==> src/rtl/ecc26_pkg.sv <==
// Shared constants and types for the 26-bit SECDED FIFO path (write encoder and read checker).
package ecc26_pkg;

    localparam int DATA_WIDTH   = 26;
    localparam int PARITY_WIDTH = 6;
    localparam int CW_WIDTH     = DATA_WIDTH + PARITY_WIDTH;

    // H-matrix data columns d0..d25; parity bits own the weight-1 columns.
    localparam logic [PARITY_WIDTH-1:0] ECC_COLS [0:DATA_WIDTH-1] = '{
        6'h23, 6'h25, 6'h26, 6'h07, 6'h29, 6'h2A, 6'h0B, 6'h2C, 6'h0D, 6'h0E,
        6'h2F, 6'h31, 6'h32, 6'h13, 6'h34, 6'h15, 6'h16, 6'h37, 6'h38, 6'h19,
        6'h1A, 6'h3B, 6'h1C, 6'h3D, 6'h3E, 6'h1F
    };

    typedef enum logic [1:0] {
        INJ_NONE   = 2'd0,
        INJ_SINGLE = 2'd1,
        INJ_DOUBLE = 2'd2
    } inj_mode_e;

    function automatic logic [PARITY_WIDTH-1:0] ecc_parity(input logic [DATA_WIDTH-1:0] d);
        logic [PARITY_WIDTH-1:0] p;
        p = {PARITY_WIDTH{1'b0}};
        for (int i = 0; i < DATA_WIDTH; i++) begin
            if (d[i]) begin
                p = p ^ ECC_COLS[i];
            end else begin
                p = p;
            end
        end
        return p;
    endfunction

endpackage

==> src/rtl/ecc_26_enc.sv <==
// Combinational SECDED parity generator for 26 data bits; shared with the read-side checker.
module ecc_26_enc
    import ecc26_pkg::*;
(
    input  logic [DATA_WIDTH-1:0]   data_i,
    output logic [PARITY_WIDTH-1:0] parity_o
);

    // Parity is a pure function of the data word.
    always_comb begin
        parity_o = ecc_parity(data_i);
    end

endmodule

==> src/rtl/ecc_26_wr_enc.sv <==
// Write-side SECDED encoder: parity generation, error injection, registered skid stage, counters.
module ecc_26_wr_enc
    import ecc26_pkg::*;
#(
    parameter int CNT_WIDTH = 16
) (
    input  logic                    clk,
    input  logic                    rst_n,
    input  logic                    s_valid,
    output logic                    s_ready,
    input  logic [DATA_WIDTH-1:0]   s_data,
    output logic                    m_valid,
    input  logic                    m_ready,
    output logic [DATA_WIDTH-1:0]   m_data,
    output logic [PARITY_WIDTH-1:0] m_parity,
    input  logic                    inj_arm,
    input  logic [1:0]              inj_mode,
    input  logic                    inj_once,
    input  logic [4:0]              inj_pos0,
    input  logic [4:0]              inj_pos1,
    input  logic                    inj_disarm,
    output logic                    inj_armed,
    output logic                    inj_done,
    output logic [CNT_WIDTH-1:0]    wr_cnt,
    output logic [CNT_WIDTH-1:0]    inj_cnt
);

    localparam logic [CNT_WIDTH-1:0] CNT_ONE = {{(CNT_WIDTH-1){1'b0}}, 1'b1};

    function automatic logic [CNT_WIDTH-1:0] sat_inc(input logic [CNT_WIDTH-1:0] v);
        return (&v) ? v : v + CNT_ONE;
    endfunction

    logic [PARITY_WIDTH-1:0] parity_s;
    logic [CW_WIDTH-1:0]     mask_s, cw_s;
    logic                    in_fire_s, out_fire_s;

    logic                    s_ready_q, s_ready_d;
    logic                    m_valid_q, m_valid_d;
    logic [CW_WIDTH-1:0]     m_cw_q, m_cw_d;
    logic                    skid_valid_q, skid_valid_d;
    logic [CW_WIDTH-1:0]     skid_cw_q, skid_cw_d;

    logic                    armed_q, armed_d;
    logic                    done_q, done_d;
    logic                    once_q, once_d;
    logic [1:0]              mode_q, mode_d;
    logic [4:0]              pos0_q, pos0_d, pos1_q, pos1_d;
    logic [CNT_WIDTH-1:0]    wr_cnt_q, wr_cnt_d, inj_cnt_q, inj_cnt_d;

    ecc_26_enc u_enc (
        .data_i   (s_data),
        .parity_o (parity_s)
    );

    assign in_fire_s  = s_valid & s_ready_q;
    assign out_fire_s = m_valid_q & m_ready;

    // Flip mask from the armed settings; a same-cycle arm only affects later words.
    always_comb begin
        mask_s = {CW_WIDTH{1'b0}};
        if (armed_q) begin
            case (mode_q)
                INJ_SINGLE: mask_s = 32'd1 << pos0_q;
                INJ_DOUBLE: mask_s = (32'd1 << pos0_q) | (32'd1 << pos1_q);
                default:    mask_s = {CW_WIDTH{1'b0}};
            endcase
        end else begin
            mask_s = {CW_WIDTH{1'b0}};
        end
        cw_s = {parity_s, s_data} ^ mask_s;
    end

    // Skid stage: main register feeds the FIFO, skid catches the word accepted during a stall.
    always_comb begin
        m_valid_d    = m_valid_q;
        m_cw_d       = m_cw_q;
        skid_valid_d = skid_valid_q;
        skid_cw_d    = skid_cw_q;
        if (!m_valid_q || out_fire_s) begin
            if (skid_valid_q) begin
                m_valid_d    = 1'b1;
                m_cw_d       = skid_cw_q;
                skid_valid_d = 1'b0;
            end else if (in_fire_s) begin
                m_valid_d = 1'b1;
                m_cw_d    = cw_s;
            end else begin
                m_valid_d = 1'b0;
            end
        end else if (in_fire_s) begin
            skid_valid_d = 1'b1;
            skid_cw_d    = cw_s;
        end else begin
            skid_valid_d = skid_valid_q;
        end
        s_ready_d = !skid_valid_d;
    end

    // Injection control (disarm beats arm) and saturating counters.
    always_comb begin
        mode_d = mode_q;
        once_d = once_q;
        pos0_d = pos0_q;
        pos1_d = pos1_q;
        done_d = in_fire_s & armed_q & once_q;
        if (inj_disarm) begin
            armed_d = 1'b0;
        end else if (inj_arm) begin
            mode_d  = inj_mode;
            once_d  = inj_once;
            pos0_d  = inj_pos0;
            pos1_d  = inj_pos1;
            armed_d = (inj_mode == INJ_SINGLE) || (inj_mode == INJ_DOUBLE);
        end else if (done_d) begin
            armed_d = 1'b0;
        end else begin
            armed_d = armed_q;
        end
        wr_cnt_d  = in_fire_s ? sat_inc(wr_cnt_q) : wr_cnt_q;
        inj_cnt_d = (in_fire_s && (mask_s != {CW_WIDTH{1'b0}})) ? sat_inc(inj_cnt_q) : inj_cnt_q;
    end

    // State registers.
    always_ff @(posedge clk or negedge rst_n) begin
        if (!rst_n) begin
            s_ready_q    <= 1'b1;
            m_valid_q    <= 1'b0;
            m_cw_q       <= {CW_WIDTH{1'b0}};
            skid_valid_q <= 1'b0;
            skid_cw_q    <= {CW_WIDTH{1'b0}};
            armed_q      <= 1'b0;
            done_q       <= 1'b0;
            once_q       <= 1'b0;
            mode_q       <= 2'd0;
            pos0_q       <= 5'd0;
            pos1_q       <= 5'd0;
            wr_cnt_q     <= {CNT_WIDTH{1'b0}};
            inj_cnt_q    <= {CNT_WIDTH{1'b0}};
        end else begin
            s_ready_q    <= s_ready_d;
            m_valid_q    <= m_valid_d;
            m_cw_q       <= m_cw_d;
            skid_valid_q <= skid_valid_d;
            skid_cw_q    <= skid_cw_d;
            armed_q      <= armed_d;
            done_q       <= done_d;
            once_q       <= once_d;
            mode_q       <= mode_d;
            pos0_q       <= pos0_d;
            pos1_q       <= pos1_d;
            wr_cnt_q     <= wr_cnt_d;
            inj_cnt_q    <= inj_cnt_d;
        end
    end

    assign s_ready   = s_ready_q;
    assign m_valid   = m_valid_q;
    assign m_data    = m_cw_q[DATA_WIDTH-1:0];
    assign m_parity  = m_cw_q[CW_WIDTH-1:DATA_WIDTH];
    assign inj_armed = armed_q;
    assign inj_done  = done_q;
    assign wr_cnt    = wr_cnt_q;
    assign inj_cnt   = inj_cnt_q;

endmodule

==> config.mk <==
export PLATFORM = sky130hd
export DESIGN_NAME = ecc_26_wr_enc
export DESIGN_NICKNAME = d
export VERILOG_FILES = /design/src/rtl/ecc26_pkg.sv /design/src/rtl/ecc_26_enc.sv /design/src/rtl/ecc_26_wr_enc.sv
export SDC_FILE = /design/constraint.sdc
export NUM_CORES = 1
export LEC_CHECK = 0
export ABC_AREA = 0
export CAP_MARGIN = 0
export CORE_MARGIN = 3
export CORE_UTILIZATION = 54
export DETAILED_ROUTE_END_ITERATION = 7
export PLACE_DENSITY = 0.87
export SLEW_MARGIN = 20
export SYNTH_ARGS = -nofsm -noshare
export SYNTH_HDL_FRONTEND = slang
export SYNTH_HIERARCHICAL = 1
export SYNTH_SLANG_ARGS = --single-unit
==> constraint.sdc <==
create_clock -name clk -period 2.3 [get_ports clk]
set_input_delay 0.575 -clock clk [delete_from_list [all_inputs] [get_ports clk]]
set_output_delay 0.575 -clock clk [all_outputs]
set_load 0.005 [all_outputs]
======== After elaboration in Yosys (flattened, before gate mapping) ========
Cells that the tools add are included.
storage, ports and cells
  bits in registers ....................... 114
  input port bits ......................... 45
  output and inout bits ................... 68
cells by class
  $add $sub $neg .......................... 2
  equal/unequal tests ..................... 4
  shift operators ......................... 2
  muxes and demuxes ....................... 37
  bitwise gates (word level) .............. 35
  reduce and logical (&&, ||, !) cells .... 15
operator list
  kind                                                                   count
  32-bit 2-to-1 mux                                                      3
  6-bit 2-to-1 mux                                                       15
  32-bit case mux with 2 select lines                                    1
  1-bit by 5-bit << shifter with 32-bit output, first input constant     2
  3-bit inverter                                                         19
  5-bit 2-to-1 mux                                                       7
  16-bit by 1-bit adder with 16-bit output, second input constant        2
  32-bit OR                                                              1
  16-bit AND reduction                                                   2
  32-bit nonzero test                                                    1
  32-bit XOR                                                             1
  5-bit inverter                                                         6
  4-bit 2-to-1 mux                                                       3
  2-bit AND reduction                                                    5
  1-bit 2-to-1 mux                                                       7
  1-bit bitwise AND                                                      4
  2-bit by 1-bit equality test with 1-bit output, second input constant  2
  2-bit equality test, second input constant                             2
  1-bit inverter                                                         4
  3-bit 2-to-1 mux                                                       1
  3-bit nonzero test                                                     1
  1-bit zero test                                                        2
  1-bit logical OR                                                       2
  2-bit nonzero test                                                     1
  1-bit logical AND                                                      1

======== Longest topological paths before layout ========
  depth in word-level cells ............... 54
  depth in mapped cells ................... 9
  gate-level depth less buffers ........... 7

======== Hierarchy ========
The synthesis kept the hierarchy.
by module, submodules not included
  module         times used  cells each  area each (um2)  sequential area each (um2)
  ecc_26_wr_enc  1           655         6239.7           2854.0
  ecc_26_enc     1           44          590.6            0.0

======== Worst setup path before layout ========
No wires, ideal clock.
  kind .................................... input port to flip-flop
  start ................................... in s_data[25]
  end ..................................... reg m_cw_q[30]
  setup time .............................. 83 ps
  data arrival time ....................... 2202 ps
  path slack .............................. 16 ps
  stages on the path ...................... 6
  path buffers ............................ 0
  path through ............................ xor3_1 -> xnor3_1 -> xnor3_1 -> nor3b_1 -> nor3_1 -> o21ai_0
on the way
  longest elaborated chain between the ends .. 4
RTL lines
  element                line                  RTL
  start, declared        ecc_26_wr_enc.sv:11   input logic [DATA_WIDTH-1:0] s_data,
  5-bit 2-to-1 mux       ecc26_pkg.sv:25       if (d[i]) begin
  named net parity_s[4]  ecc_26_wr_enc.sv:34   logic [PARITY_WIDTH-1:0] parity_s;
  32-bit XOR             ecc_26_wr_enc.sv:71   cw_s = {parity_s, s_data} ^ mask_s;
  32-bit 2-to-1 mux      ecc_26_wr_enc.sv:85   end else if (in_fire_s) begin
  32-bit 2-to-1 mux      ecc_26_wr_enc.sv:81   if (skid_valid_q) begin
  end signal, assigned   ecc_26_wr_enc.sv:129  m_cw_q <= {CW_WIDTH{1'b0}};
  end signal, assigned   ecc_26_wr_enc.sv:143  m_cw_q <= m_cw_d;
  end, declared          ecc_26_wr_enc.sv:40   logic [CW_WIDTH-1:0] m_cw_q, m_cw_d;
The timed path passes the listed nets, and every way through them passes these cells. The select of a mux whose other input is x is not followed.
A chain may end at the register's enable or synchronous reset.

======== Worst setup path after layout ========
  start ................................... in s_data[19]
  end ..................................... reg m_cw_q[29]
on the way
  longest elaborated chain between the ends .. 16
RTL lines
  element                   line
  5-bit 2-to-1 mux (*)      ecc26_pkg.sv:25
  3-bit inverter (no line)  -
  5-bit 2-to-1 mux (*)      ecc26_pkg.sv:25
  5-bit inverter (no line)  -
  6-bit 2-to-1 mux (*)      ecc26_pkg.sv:25
  3-bit inverter (no line)  -
  5-bit 2-to-1 mux (*)      ecc26_pkg.sv:25
  5-bit inverter (no line)  -
  6-bit 2-to-1 mux (*)      ecc26_pkg.sv:25
  5-bit inverter (no line)  -
  6-bit 2-to-1 mux (*)      ecc26_pkg.sv:25
  5-bit inverter (no line)  -
  5-bit 2-to-1 mux (*)      ecc26_pkg.sv:25
  named net parity_s[3]     ecc_26_wr_enc.sv:34
  32-bit XOR (*)            ecc_26_wr_enc.sv:71
  32-bit 2-to-1 mux (*)     ecc_26_wr_enc.sv:85
  32-bit 2-to-1 mux (*)     ecc_26_wr_enc.sv:81
The timed path passes the listed nets; every way through them passes the cells marked *. The select of a mux whose other input is x is not followed.

==> run_results.csv <==
group,metric,value,unit
sta,final.setup_skew,0.00803,ns
synthesis,yosys_register_bits,114,
setup_path,r2r-end,"m_cw_q[13]",
sta,finalHoldViolations,0,
global_routing,grt-ovfl-total,0,
hold_path,hp-class,"reg2reg",
synthesis,synthSimpleGateAreaFrac,0.237,
synthesis,ys_seq_area_frac,0.418,
layout,n_antenna_cell,0,
route,drc,0,
global_routing,grt_first_pass_wirelength,32.8,mm
synthesis,synth_compound_area_frac,0.147,
run_status,status,"finished, final reports clean",
placed_design,globalplace.congestion,0.974,
power,p_seq_frac,0.365,
placed_design,io_buffers,112,
setup_path,r2r-start,"mode_q[0]",
floorplan,die_x,118,µm
sta,maxSlewHeadroom,0.618,
setup_path,critPathLaunchType,"primary input",
power,internal-power,5520,µW
synthesis,syn_nets,748,
route,routedWlPerCell,19.7,µm
route,num_vias,6251,
setup_path,worst_setup_path_end_kind,"flip-flop",
synthesis,syn_avg_cell_area,9.77,µm²
sta,finalCriticalPeriod,2.26,ns
sta,finalSetupViolCount,0,
clock_tree,cts-root-buf,"clkbuf_16",
route,final_antenna_net_count,0,
layout,final_cell_mix,"113 x dfrtp_1, 98 x clkdlybuf4s50_1, 59 x nand2_1, 57 x o21ai_0, 57 x buf_4",
power,total_power,7940,µW
setup_path,required,2.59,ns
synthesis,synth_top_family_by_area,"simple AND/OR/NAND/NOR gates",
sta,whs,0.473,ns
sta,rsz0062_at_grt,"true",
sta,fin_crit_sh,0.981,
synthesis,synthXorXnorAreaFrac,0.125,
synthesis,synthArstFlopShare,1.00,
synthesis,synthAdderAreaFrac,0.00733,
sta,tightest_slew,0.573,ns
floorplan,die-area,0.0140,mm²
placed_design,dpl_worst_slack,-0.677,ns
clock_tree,clkSinkCount,114,
clock_tree,htreeDepth,4,
setup_path,crit_end,"m_cw_q[29]",
layout,multi_input_area,0.00392,mm²
power,pwr-share-clk,0.323,
global_routing,track_usage,0.293,
power,switching_share,0.304,
power,vdd_ir_drop_max,0.447,mV
synthesis,synth.cell_area,0.00683,mm²
layout,nNetsFinal,897,
power,combPwrFrac,0.313,
synthesis,syn_inst,699,
clock_tree,clockBufferDepth,2,
floorplan,start_util,0.559,
clock_tree,cts_made_buffers,17,
setup_path,ff2ff_setup_slack,0.11,ns
sta,max_freq,0.443,GHz
clock_tree,clk_pin_slew,0.05,ns
floorplan,die_h,118,µm
placed_design,dp_hpwl,14.3,mm
layout,final_layout_size_suffix_gt1_frac,0.187,
global_routing,antenna_found_initial,0,
layout,final-seq-area,0.00285,mm²
setup_path,r2r_cells,8,
route,drt-pass1-iter-count,5,
floorplan,rows,40,
power,p_sw,2410,µW
synthesis,muxShareOfSynthArea,0.0245,
floorplan,pin_count,113,
global_routing,grt_max_degree,57,
setup_path,worstSetupStartpoint,"s_data[19]",
layout,syn_to_final_growth,35.2,%
route,vias_per_cell,6.08,
power,power_density,860,mW/mm²
sta,worst_slack,0.0440,ns
setup_path,crit_path_max_fanout,2,
route,dr.first_iter.drc_count,497,
power,p_leak,0.00378,µW
synthesis,synth_edf_count,0,
setup_path,path_class,"in2reg",
clock_tree,cts_tree,"built",
synthesis,synth_ff_type,"dfrtp_1",
sta,drv_slew,0,
job,drv_cap,0,
floorplan,core,0.0122,mm²
layout,final_common_cell,"dfrtp_1",
global_routing,grt_pass1_vias,6432,
route,drt_wl_total,20.2,mm
synthesis,synth_cell_types,63,
synthesis,yosys_warnings,6,
layout,fin_util,0.756,
setup_path,critPathArrivalTime,2.55,ns
layout,fill_cells,864,
clock_tree,clk_latency,0.42,ns
how the worst min path moves through the flow:
stage,end,slack (ns),depth (start not counted),start
after floorplan,inj_armed,0.28,0,rst_n
after detailed placement,wr_cnt[2],0.44,1,rst_n
after CTS,skid_cw_q[0],0.48,2,skid_cw_q[0]
after global placement,wr_cnt[4],0.43,1,rst_n
final,skid_cw_q[0],0.47,2,skid_cw_q[0]
after global routing,skid_cw_q[0],0.51,2,skid_cw_q[0]
state kept, by name, summed over array words and instances (netlist names), 2 cells and up:
signal     count
pos1_q         5
pos0_q         5
mode_q         2
skid_cw_q     32
m_cw_q        32
inj_cnt       16
wr_cnt        16
metrics by stage:
step                TNS [ns]  instances  cell area, µm²
floorplan                  0        699            6830
global placement       -6.03        993            8400
detailed placement     -6.99        993            8400
CTS                        0       1027            9070
global route          -0.198       1028            9230
finish                     0       1028            9230
synthesized netlist by cell type, types with 2 or more instances:
cell       instances  share of area
buf_2              3         0.0022
mux2_2            14          0.023
or4b_1             2         0.0029
inv_1              4         0.0022
xnor2_1           45          0.058
ha_1               4         0.0073
and3_1             9         0.0082
xnor3_1            8          0.026
nand4bb_1          9          0.015
a21boi_0          30          0.033
xnor3_4            2         0.0077
o32ai_1            2         0.0026
o21ai_1           13         0.0095
or4b_4             3         0.0060
xor3_1             4          0.014
nand3_1           14          0.010
clkbuf_8           2         0.0040
nand4b_1           7         0.0090
nand4_1           15          0.014
nor3_1            50          0.037
clkbuf_1          26          0.014
nand2_1           59          0.032
nand3b_1           8         0.0088
dfrtp_1          113           0.41
nor2b_1           11          0.010
a21oi_1           24          0.018
o22ai_1           28          0.026
buf_6              3         0.0049
nor3b_2            5         0.0092
xor2_1            15          0.019
nor3b_1           29          0.032
buf_4              6         0.0066
o21ai_0           61          0.045
nor2_1            36          0.020
nand2b_1           7         0.0064
worst max-delay path, stage by stage:
cell and delay (ns):
clkdlybuf4s50_1 0.54, xnor2_2 0.15, xnor3_1 0.46, xnor3_4 0.34
a21boi_1 0.16, nor3_1 0.20, o21ai_1 0.12
timing repair:
action                     CTS  global route
pin swaps                   15            16
hold buffers                 1             0
gates cloned                 0             0
setup endpoints to repair   11            14
setup buffers                2             1
gates resized for setup     28            38
hold endpoints to repair     6             0
power groups by stage:
stage               Sequential, µW  Clock (µW)  Combinational, µW
floorplan                     2800           0               1270
global placement              2860           0               2230
detailed placement            2900           0               2310
CTS                           2870        2590               2380
global route                  2950        2680               2690
finish                        2890        2560               2480
layout make-up:
type,count,area share
Tap cell,168,0.0228
Clock buffer,26,0.0541
Multi-Input combinational cell,536,0.425
Sequential cell,114,0.309
Clock inverter,5,0.00813
Inverter,4,0.00163
Timing Repair Buffer,175,0.179
metal layers:
layer | GRT usage | up-vias | wire length [µm]
li1 | - | 2821 | -
met1 | 0.362 | 3082 | 8140
met2 | 0.490 | 288 | 10100
met3 | 0.0589 | 60 | 1270
met4 | 0.146 | 0 | 667
met5 | 0 | - | 0
cells by family (layout without fill, tap and decap cells):
| group | count (synthesis) | in the layout |
|---|---|---|
| compound gates | 167 | 167 |
| xor+xnor | 74 | 74 |
| fa+ha+maj | 4 | 4 |
| buf+inv | 49 | 210 |
| flops | 114 | 114 |
| mux | 15 | 15 |
| simple gates | 276 | 276 |
Power figures use the tool's default switching activity.
